<file path="src/rtl/sm_serial_adder_pkg.sv">
// Shared types and helpers for the bit-serial sign-magnitude adder.
// Holds the FSM state encoding and sign/magnitude field accessors.
package sm_pkg;

  typedef enum logic [1:0] {
    IDLE = 2'd0,
    RUN  = 2'd1,
    DONE = 2'd2
  } sm_add_state_t;

  // Widest operand the field helpers handle. Callers zero-extend into this.
  localparam int unsigned SM_MAX_W = 64;

  // Sign bit of an n-bit sign-magnitude word (bit n-1).
  function automatic logic get_sign(input logic [SM_MAX_W-1:0] v,
                                    input int unsigned         n);
    logic [SM_MAX_W-1:0] t;
    t = v >> (n - 1);
    return t[0];
  endfunction

  // Magnitude field of an n-bit sign-magnitude word (bits n-2:0), zero-extended.
  function automatic logic [SM_MAX_W-1:0] get_mag(input logic [SM_MAX_W-1:0] v,
                                                  input int unsigned         n);
    logic [SM_MAX_W-1:0] mask;
    mask = (SM_MAX_W'(1) << (n - 1)) - SM_MAX_W'(1);
    return v & mask;
  endfunction

endpackage

</file>
<file path="src/rtl/sm_serial_bit_alu.sv">
// One-bit add/subtract cell for bit-serial arithmetic.
// sub=0: full adder (r = x^y^cin, cout = majority).
// sub=1: full subtractor x - y - cin (cout is the outgoing borrow).
// Purely combinational so other serial datapaths can reuse it.
module sm_serial_bit_alu (
  input  logic i_x,
  input  logic i_y,
  input  logic i_sub,
  input  logic i_cin,
  output logic o_r,
  output logic o_cout
);

  logic w_carry;
  logic w_borrow;

  assign w_carry  = (i_x & i_y) | (i_x & i_cin) | (i_y & i_cin);
  assign w_borrow = (~i_x & i_y) | (~(i_x ^ i_y) & i_cin);

  assign o_r    = i_x ^ i_y ^ i_cin;
  assign o_cout = i_sub ? w_borrow : w_carry;

endmodule

</file>
<file path="src/rtl/sm_serial_adder.sv">
// Bit-serial sign-magnitude adder: o_out = in_a + in_b, one magnitude bit
// per clock, LSB first, with valid/ready handshakes on both sides.
// Operands are ordered at capture so that an effective subtraction always
// computes larger - smaller, which keeps the final borrow at zero.
// Optional build macro: SM_ADD_SATURATE_EN -- clamp the magnitude to
// all-ones on add overflow instead of wrapping (o_carry still reports it).
module sm_serial_adder
  import sm_pkg::*;
#(
  parameter int N = 8
) (
  input  logic         in_clk,
  input  logic         in_rst_n,
  input  logic         in_valid,
  output logic         o_ready,
  input  logic [N-1:0] in_a,
  input  logic [N-1:0] in_b,
  output logic         o_valid,
  input  logic         in_ready,
  output logic [N-1:0] o_out,
  output logic         o_carry
);

  localparam int MAG_W = N - 1;
  localparam int CNT_W = $clog2(N);
  localparam logic [CNT_W-1:0] LAST_BIT = CNT_W'(N - 2);

  // Operand field split
  logic             w_sign_a;
  logic             w_sign_b;
  logic [MAG_W-1:0] w_mag_a;
  logic [MAG_W-1:0] w_mag_b;

  assign w_sign_a = get_sign(SM_MAX_W'(in_a), N);
  assign w_sign_b = get_sign(SM_MAX_W'(in_b), N);
  assign w_mag_a  = MAG_W'(get_mag(SM_MAX_W'(in_a), N));
  assign w_mag_b  = MAG_W'(get_mag(SM_MAX_W'(in_b), N));

  // State and datapath registers
  sm_add_state_t    r_state;
  logic [MAG_W-1:0] r_x;
  logic [MAG_W-1:0] r_y;
  logic [MAG_W-1:0] r_mag;
  logic [CNT_W-1:0] r_cnt;
  logic             r_sub;
  logic             r_res_sign;
  logic             r_cy;
  logic             r_ready;
  logic             r_valid;
  logic [N-1:0]     r_out;
  logic             r_carry;

  // Capture-time operand ordering
  logic             w_sub;
  logic [MAG_W-1:0] w_cap_x;
  logic [MAG_W-1:0] w_cap_y;
  logic             w_cap_sign;

  // Serial cell and result assembly
  logic             w_r;
  logic             w_cout;
  logic             w_last;
  logic [MAG_W-1:0] w_mag_shift;
  logic [MAG_W-1:0] w_final_mag;

  // Choose X/Y and result sign so a subtraction is always larger - smaller.
  // NOTE: every signal written here gets a default first, so no path leaves it unassigned and no latch is inferred.
  always_comb begin
    w_sub      = w_sign_a ^ w_sign_b;
    w_cap_x    = w_mag_a;
    w_cap_y    = w_mag_b;
    w_cap_sign = w_sign_a;
    if (w_sub) begin
      if (w_mag_b > w_mag_a) begin
        w_cap_x    = w_mag_b;
        w_cap_y    = w_mag_a;
        w_cap_sign = w_sign_b;
      end else if (w_mag_a == w_mag_b) begin
        w_cap_y    = w_mag_a;
        w_cap_sign = 1'b0;
      end
    end
  end

  sm_serial_bit_alu u_bit_alu (
    .i_x    (r_x[0]),
    .i_y    (r_y[0]),
    .i_sub  (r_sub),
    .i_cin  (r_cy),
    .o_r    (w_r),
    .o_cout (w_cout)
  );

  // Each new result bit enters at the top; after MAG_W shifts bit 0 is in place.
  assign w_mag_shift = (r_mag >> 1) | (MAG_W'(w_r) << (MAG_W - 1));
  assign w_last      = (r_cnt == LAST_BIT);

  // Final magnitude: wrap by default, optionally clamp on add overflow.
  always_comb begin
    w_final_mag = w_mag_shift;
`ifdef SM_ADD_SATURATE_EN
    if (!r_sub && w_cout) begin
      w_final_mag = '1;
    end
`else
`endif
  end

  // Control FSM and datapath; all outputs come straight from registers.
  // NOTE: sequential state uses non-blocking assignments so every register samples pre-edge values.
  always_ff @(posedge in_clk or negedge in_rst_n) begin
    if (!in_rst_n) begin
      r_state    <= IDLE;
      r_x        <= '0;
      r_y        <= '0;
      r_mag      <= '0;
      r_cnt      <= '0;
      r_sub      <= 1'b0;
      r_res_sign <= 1'b0;
      r_cy       <= 1'b0;
      r_ready    <= 1'b1;
      r_valid    <= 1'b0;
      r_out      <= '0;
      r_carry    <= 1'b0;
    end else begin
      case (r_state)
        IDLE: begin
          if (in_valid && r_ready) begin
            r_x        <= w_cap_x;
            r_y        <= w_cap_y;
            r_sub      <= w_sub;
            r_res_sign <= w_cap_sign;
            r_cy       <= 1'b0;
            r_cnt      <= '0;
            r_mag      <= '0;
            r_ready    <= 1'b0;
            r_state    <= RUN;
          end
        end

        RUN: begin
          r_x   <= r_x >> 1;
          r_y   <= r_y >> 1;
          r_cy  <= w_cout;
          r_mag <= w_mag_shift;
          r_cnt <= r_cnt + 1'b1;
          if (w_last) begin
            r_out   <= {r_res_sign, w_final_mag};
            r_carry <= ~r_sub & w_cout;
            r_valid <= 1'b1;
            r_state <= DONE;
          end
        end

        DONE: begin
          if (in_ready) begin
            r_valid <= 1'b0;
            r_ready <= 1'b1;
            r_state <= IDLE;
          end
        end

        default: begin
          r_valid <= 1'b0;
          r_ready <= 1'b1;
          r_state <= IDLE;
        end
      endcase
    end
  end

  assign o_ready = r_ready;
  assign o_valid = r_valid;
  assign o_out   = r_out;
  assign o_carry = r_carry;

endmodule

</file>
<file path="config.mk">
export PLATFORM = sky130hd
export DESIGN_NAME = sm_serial_adder
export DESIGN_NICKNAME = d
export VERILOG_FILES = /design/src/rtl/sm_serial_adder_pkg.sv /design/src/rtl/sm_serial_bit_alu.sv /design/src/rtl/sm_serial_adder.sv
export SDC_FILE = /design/constraint.sdc
export NUM_CORES = 1
export LEC_CHECK = 0
export CELL_PAD_IN_SITES_DETAIL_PLACEMENT = 1
export CELL_PAD_IN_SITES_GLOBAL_PLACEMENT = 1
export CORE_ASPECT_RATIO = 1.75
export CORE_MARGIN = 2
export CORE_UTILIZATION = 30
export CTS_CLUSTER_SIZE = 28
export DETAILED_ROUTE_END_ITERATION = 10
export PLACE_DENSITY = 0.66
export SETUP_SLACK_MARGIN = 0.15
export SKIP_CTS_REPAIR_TIMING = 1
export SYNTH_ARGS = -nofsm -noshare
export SYNTH_HDL_FRONTEND = slang
export SYNTH_SLANG_ARGS = --single-unit
</file>
<file path="constraint.sdc">
create_clock -name in_clk -period 1.4 [get_ports in_clk]
set_input_delay 0.35 -clock in_clk [delete_from_list [all_inputs] [get_ports in_clk]]
set_output_delay 0.35 -clock in_clk [all_outputs]
set_load 0.02 [all_outputs]
</file>
; ---- Word level (Yosys, flattened, before mapping)
; Index checks and enable logic that the tools add are counted.
; W data, S select, Z words.
[op_classes]
n_bitwise = 18
reduce_logical = 9
muxes = 28
eq_ne = 7
magnitude_cmp = 1
add_sub_neg = 1
[op_table]
columns = operator, n
row1 = $mux W7, 8
row2 = $pmux W7 S2, 3
row3 = $reduce_and A3 Y1, 3
row4 = $mux W1, 8
row5 = $eq A7 B7 Y1, 1
row6 = $gt A7 B7 Y1, 1
row7 = $or A6 B7 Y7, 1
row8 = $and A1 B1 Y1, 6
row9 = $mux W2, 3
row10 = $ne A2 B2 Y1 const B, 3
row11 = $pmux W1 S3, 2
row12 = $pmux W2 S3, 1
row13 = $pmux W3 S2, 1
row14 = $reduce_and A2 Y1, 3
row15 = $not A1 Y1, 5
row16 = $add A3 B1 Y3 const B, 1
row17 = $eq A3 B3 Y1 const B, 1
row18 = $mux W3, 1
row19 = $or A1 B1 Y1, 3
row20 = $xor A1 B1 Y1, 3
row21 = $eq A2 B1 Y1 const B, 1
row22 = $eq A2 B2 Y1 const B, 1
row23 = $logic_not A2 Y1, 1
row24 = $pmux W1 S2, 1
row25 = other kinds (2), 2
[word_totals]
out_inout_bits = 11
wordCells = 76
in_bits = 20
register_bits = 40

; ---- Longest topological paths before layout
[depth]
depth_word = 6
mapped_depth = 7
mapped_depth_nobuf = 6

; ---- Hierarchy
; A second synthesis with hierarchy kept.
[hier_totals]
cells_unflattened = 220
hier_area_um2 = 2133.3
[modules_own_cells]
columns = mod, cells_per_inst, seq_area_each_um2, area_each_um2, instances
row1 = sm_serial_adder, 214, 977.2, 2072.0, 1
row2 = sm_serial_bit_alu, 6, 0.0, 61.3, 1

; ---- Least setup slack after synthesis
; OpenSTA, ideal clock, no wires.
[synth_timing]
kind = input to register
from = input in_a[2]
to = register r_y[0]
path_buffers = 0
t_arrival_ns = 1.551
t_required_ns = 1.268
stages = 6
path_slack_ns = -0.283
setup_time_ns = 0.132
path_cell_list = inv_1 > ha_1 > a21oi_1 > a311o_4 > a21boi_4 > o211ai_2
[synth_via]
elab_chain_cells = 6
word_cells_on_any_way = 7
classes_between = order compare (1) / eq/ne (1) / mux (5)
[synth_rtl]
columns = item, line
row1 = start: declaration, sm_serial_adder.sv:16  ; input logic [N-1:0] in_a,
row2 = "parallel branches: the longest is 2 deep, another holds $gt A7 B7 Y1", --
row3 = $mux W7 (*), sm_serial_adder.sv:74  ; if (w_mag_b > w_mag_a) begin
row4 = $mux W7 (*), sm_serial_adder.sv:73  ; if (w_sub) begin
row5 = $mux W7 (*), sm_serial_adder.sv:128  ; if (in_valid && r_ready) begin
row6 = $pmux W7 S2 (*), sm_serial_adder.sv:126  ; case (r_state)
row7 = end signal: assignment, sm_serial_adder.sv:130  ; r_y <= w_cap_y;
row8 = end signal: assignment, sm_serial_adder.sv:143  ; r_y <= r_y >> 1;
row9 = end: declaration, sm_serial_adder.sv:42  ; logic [MAG_W-1:0] r_y;
; Mark *: on every way between the ends. The select of a mux whose other input is x is not followed.
; A chain may end at the register's enable or synchronous reset.

; ---- Worst setup path in the final report
[layout_timing]
from = input in_a[6]
to = register r_y[3]
; The elaborated chain is that of the path after synthesis.

==> flow_summary.yaml <==
status:
  status: "complete, but fails checks"
  violations: "negative setup slack"
hold_path:
  hp-class: "in2async"
yosys:
  yosysTopAreaCell: "dfrtp_1"
  synth_ff_type: "dfrtp_1"
  synthArstFlopShare_pct: 100
  synth.avg_cell_area_um2: 10.3
  synth_warnings: 0
  synth_top_area_share_pct: 42.7
  synth.area.top_cells: "dfrtp_1 43%, o211ai_1 6.4%, ha_1 5.1%"
  synth_edf_count: 0
  synth_cells: 216
  ys_seq_area_share_pct: 43.9
  synthesis.area_um2: 2230
  ys_ff_latch: 39
  synth_cell_types: 40
  synth_fp_nets: 247
routing:
  via_per_inst: 5.21
  wirelength_mm: 6.39
  drc: 0
  ant_nets: 0
  drtIter0Drc: 47
  wl_per_cell_um: 17.2
  vias: 1932
  dr.pass1.iters: 4
pwr:
  leakagePower_nw: 1.73
  peakVddDrop_uv: 750
  pwr-share-seq_pct: 34.4
  finalPower_mw: 5.42
  switching_power_mw: 1.97
  clkPwrFrac_pct: 20.1
  powerDensity_nw_per_um2: 1580
  switching_share_pct: 36.3
  combPwrFrac_pct: 45.5
  p_int_mw: 3.45
placed_design:
  portBuffers: 30
  pre_cts_slack_ns: -0.924
  hpwl_mm: 4.65
  globalplace.congestion: 0.845
flow_run:
  maxCapViolCount: 0
floorplanning:
  die_area_um2: 8160
  die_w_um: 69.2
  core_area_um2: 7180
  io_pins: 31
  rows: 41
  initial_utilization_pct: 31.0
  die_h_um: 118
clock_network:
  worstSkewPairLatency_ns: 0.29
  max-clock-path-buffers: 2
  ctsRootBufferMaster: "clkbuf_16"
  cts_tree: "done"
  htreeDepth: 2
  numClockSinks: 39
  clk_pin_slew_ns: 0.05
  cts_made_buffers: 5
worst_setup_path:
  crit_cells: 8
  timing.rr.start: "o_ready$_DFFE_PN1P_"
  required_ns: 1.60
  ff2ff_path_depth: 5
  cpMostUsedCell: "buf_6"
  crit_path_top_delay_cell: "a311o_4"
  cp_max_fo: 7
  path_buf_inv: 3
  crit_path_max_incr_delay_ns: 0.44
  critPathKind: "in2reg"
  regToRegSetupSlack_ns: -0.14
  crit_end: "r_y[3]$_DFFE_PN0P_"
  critPathLaunch: "in_a[6]"
  critical_path_arrival_ns: 1.76
  cpLargestDelayFamily: "compound AO/OA/AOI/OAI gates"
  worstPathCellList: "buf_6 > buf_6 > inv_12 > ha_4 > nand4_4 > a311o_4 > a21boi_4 > o211ai_2"
  end_kind: "register"
  regToRegEndpoint: "r_x[6]$_DFFE_PN0P_"
  start_kind: "primary input"
timing:
  fin_skew_ns: 0.00583
  fin_crit_sh_pct: 111
  drv_slew: 0
  period_needed_ns: 1.56
  tightestPinTransition_ns: 0.295
  finalSetupViolCount: 23
  rsz0062_at_grt: "true"
  max-slew-margin-rel_pct: 80.4
  finalHoldViolCount: 0
  worst_slack_ns: -0.157
  max_freq_ghz: 0.642
global_routing:
  grt_max_degree: 40
  grt_pass1_vias: 2056
  antenna_found_initial: 0
  track_usage_pct: 14.9
  gr-total-overflow: 0
  grt_pass1_wl_mm: 9.75
layout:
  synthToLayoutAreaGrowth_pct: 53.8
  antenna_cells: 0
  finish.net_count: 315
  drive_gt1_share_pct: 46.7
## metal layers
metal  part of all wire, %  track usage (%)  vias to the layer above
met1                    33             14.1                      972
met4                   3.0             7.72                        0
met5                     0                0                        -
met3                   1.9             2.05                       13
li1                      -                -                      919
met2                    62             29.8                       28
## how the worst min path moves through the flow
stage	cells after the start	to	start	slack [ns]
finish	2	o_out[0]$_DFFE_PN0P_	in_rst_n	0.02
floorplan	0	o_carry$_DFFE_PN0P_	in_rst_n	0.05
detailed placement	2	r_mag[1]$_DFFE_PN0P_	in_rst_n	0.34
global placement	2	o_out[0]$_DFFE_PN0P_	in_rst_n	0.34
global route	2	o_out[0]$_DFFE_PN0P_	in_rst_n	0.05
CTS	2	o_out[0]$_DFFE_PN0P_	in_rst_n	0.04
## area by class of cell
type	count	area (µm²)
timing repair buffer	69	728
multi-input combinational	159	1420
tap	86	108
fill	787	3750
clock buffer	8	136
sequential	39	980
inverter	10	57.6
## layout by cell type, fill, tap and decap left out, types with 2 or more instances in the layout
cell type and instances:
mux2_2 8, o211ai_1 19, and3_2 6, nand2_1 22
nand2b_1 3, ha_4 7, clkbuf_2 4, inv_1 3
clkbuf_16 6, nor2_1 3, nand3_2 8, inv_2 5
buf_8 3, buf_6 10, a21oi_2 6, fa_1 2
and2_4 3, clkbuf_1 3, o211ai_2 6, buf_12 3
a31oi_1 2, a21boi_4 2, o21ai_1 6, dfrtp_2 2
and2_2 2, o2111ai_1 2, nand2_2 6, dfrtp_1 36
a21oi_1 14, nand3_4 2, buf_4 25, dlymetal6s2s_1 21
and3_1 5
## per-stage QoR
stage / util (%) / instances / setup TNS, ns / hold slack (ns) / area [µm²]
3_5_place_dp: 42.0 / 354 / -15.74 / 0.338 / 3020
4_1_cts: 43.9 / 362 / -10.79 / 0.0379 / 3150
3_3_place_gp: 42.0 / 354 / -15.12 / 0.339 / 3020
2_1_floorplan: - / 216 / -1.88 / 0.0544 / 2440
6_report: 47.7 / 371 / -1.83 / 0.0232 / 3430
5_1_grt: 47.7 / 371 / -3.27 / 0.0493 / 3430
## worst register-to-register path, delay by kind of cell (launching register included)
family / cells / cell delay (ns)
DFF: 1 / 0.57
and+or+nand+nor: 2 / 0.39
AOI/OAI and AO/OA: 2 / 0.34
buffers and inverters: 1 / 0.15
## Yosys cell counts, drive strengths merged, types with 3 or more instances
master and instances:
ha 9, mux2 8, a21oi 20, and2 5, nand2 29, nand3 10, inv 10, dfrtp 38
o211ai 25, nor2 5, and3 11, clkbuf 7, o21ai 7, a21boi 3, nand2b 3
## registers in the layout, indices dropped and copies added (netlist names)
name / count
o_out: 8
r_x: 7
r_y: 7
r_mag: 6
r_cnt: 3
r_state: 2
o_carry: 1
o_ready: 1
o_valid: 1
r_cy: 1
r_res_sign: 1
r_sub: 1
## kinds of logic after synthesis
kind of cell | Yosys count | share of synthesized area, %
xor+xnor | 2 | 1.12
compound gates | 66 | 22.6
mux | 8 | 4.04
buf+inv | 19 | 4.66
flops | 39 | 43.9
fa+ha+maj | 11 | 6.85
simple gates | 71 | 16.9
## power by group through the flow
| stage | combinational [mW] | sequential (mW) | clock, mW |
|---|---|---|---|
| 2_1_floorplan | 1.19 | 1.94 | 0 |
| 3_3_place_gp | 2.09 | 1.83 | 0 |
| 3_5_place_dp | 2.15 | 1.86 | 0 |
| 4_1_cts | 2.17 | 1.84 | 1.11 |
| 5_1_grt | 2.68 | 1.93 | 1.16 |
| 6_report | 2.46 | 1.86 | 1.09 |
Power figures use the tool's default switching activity.
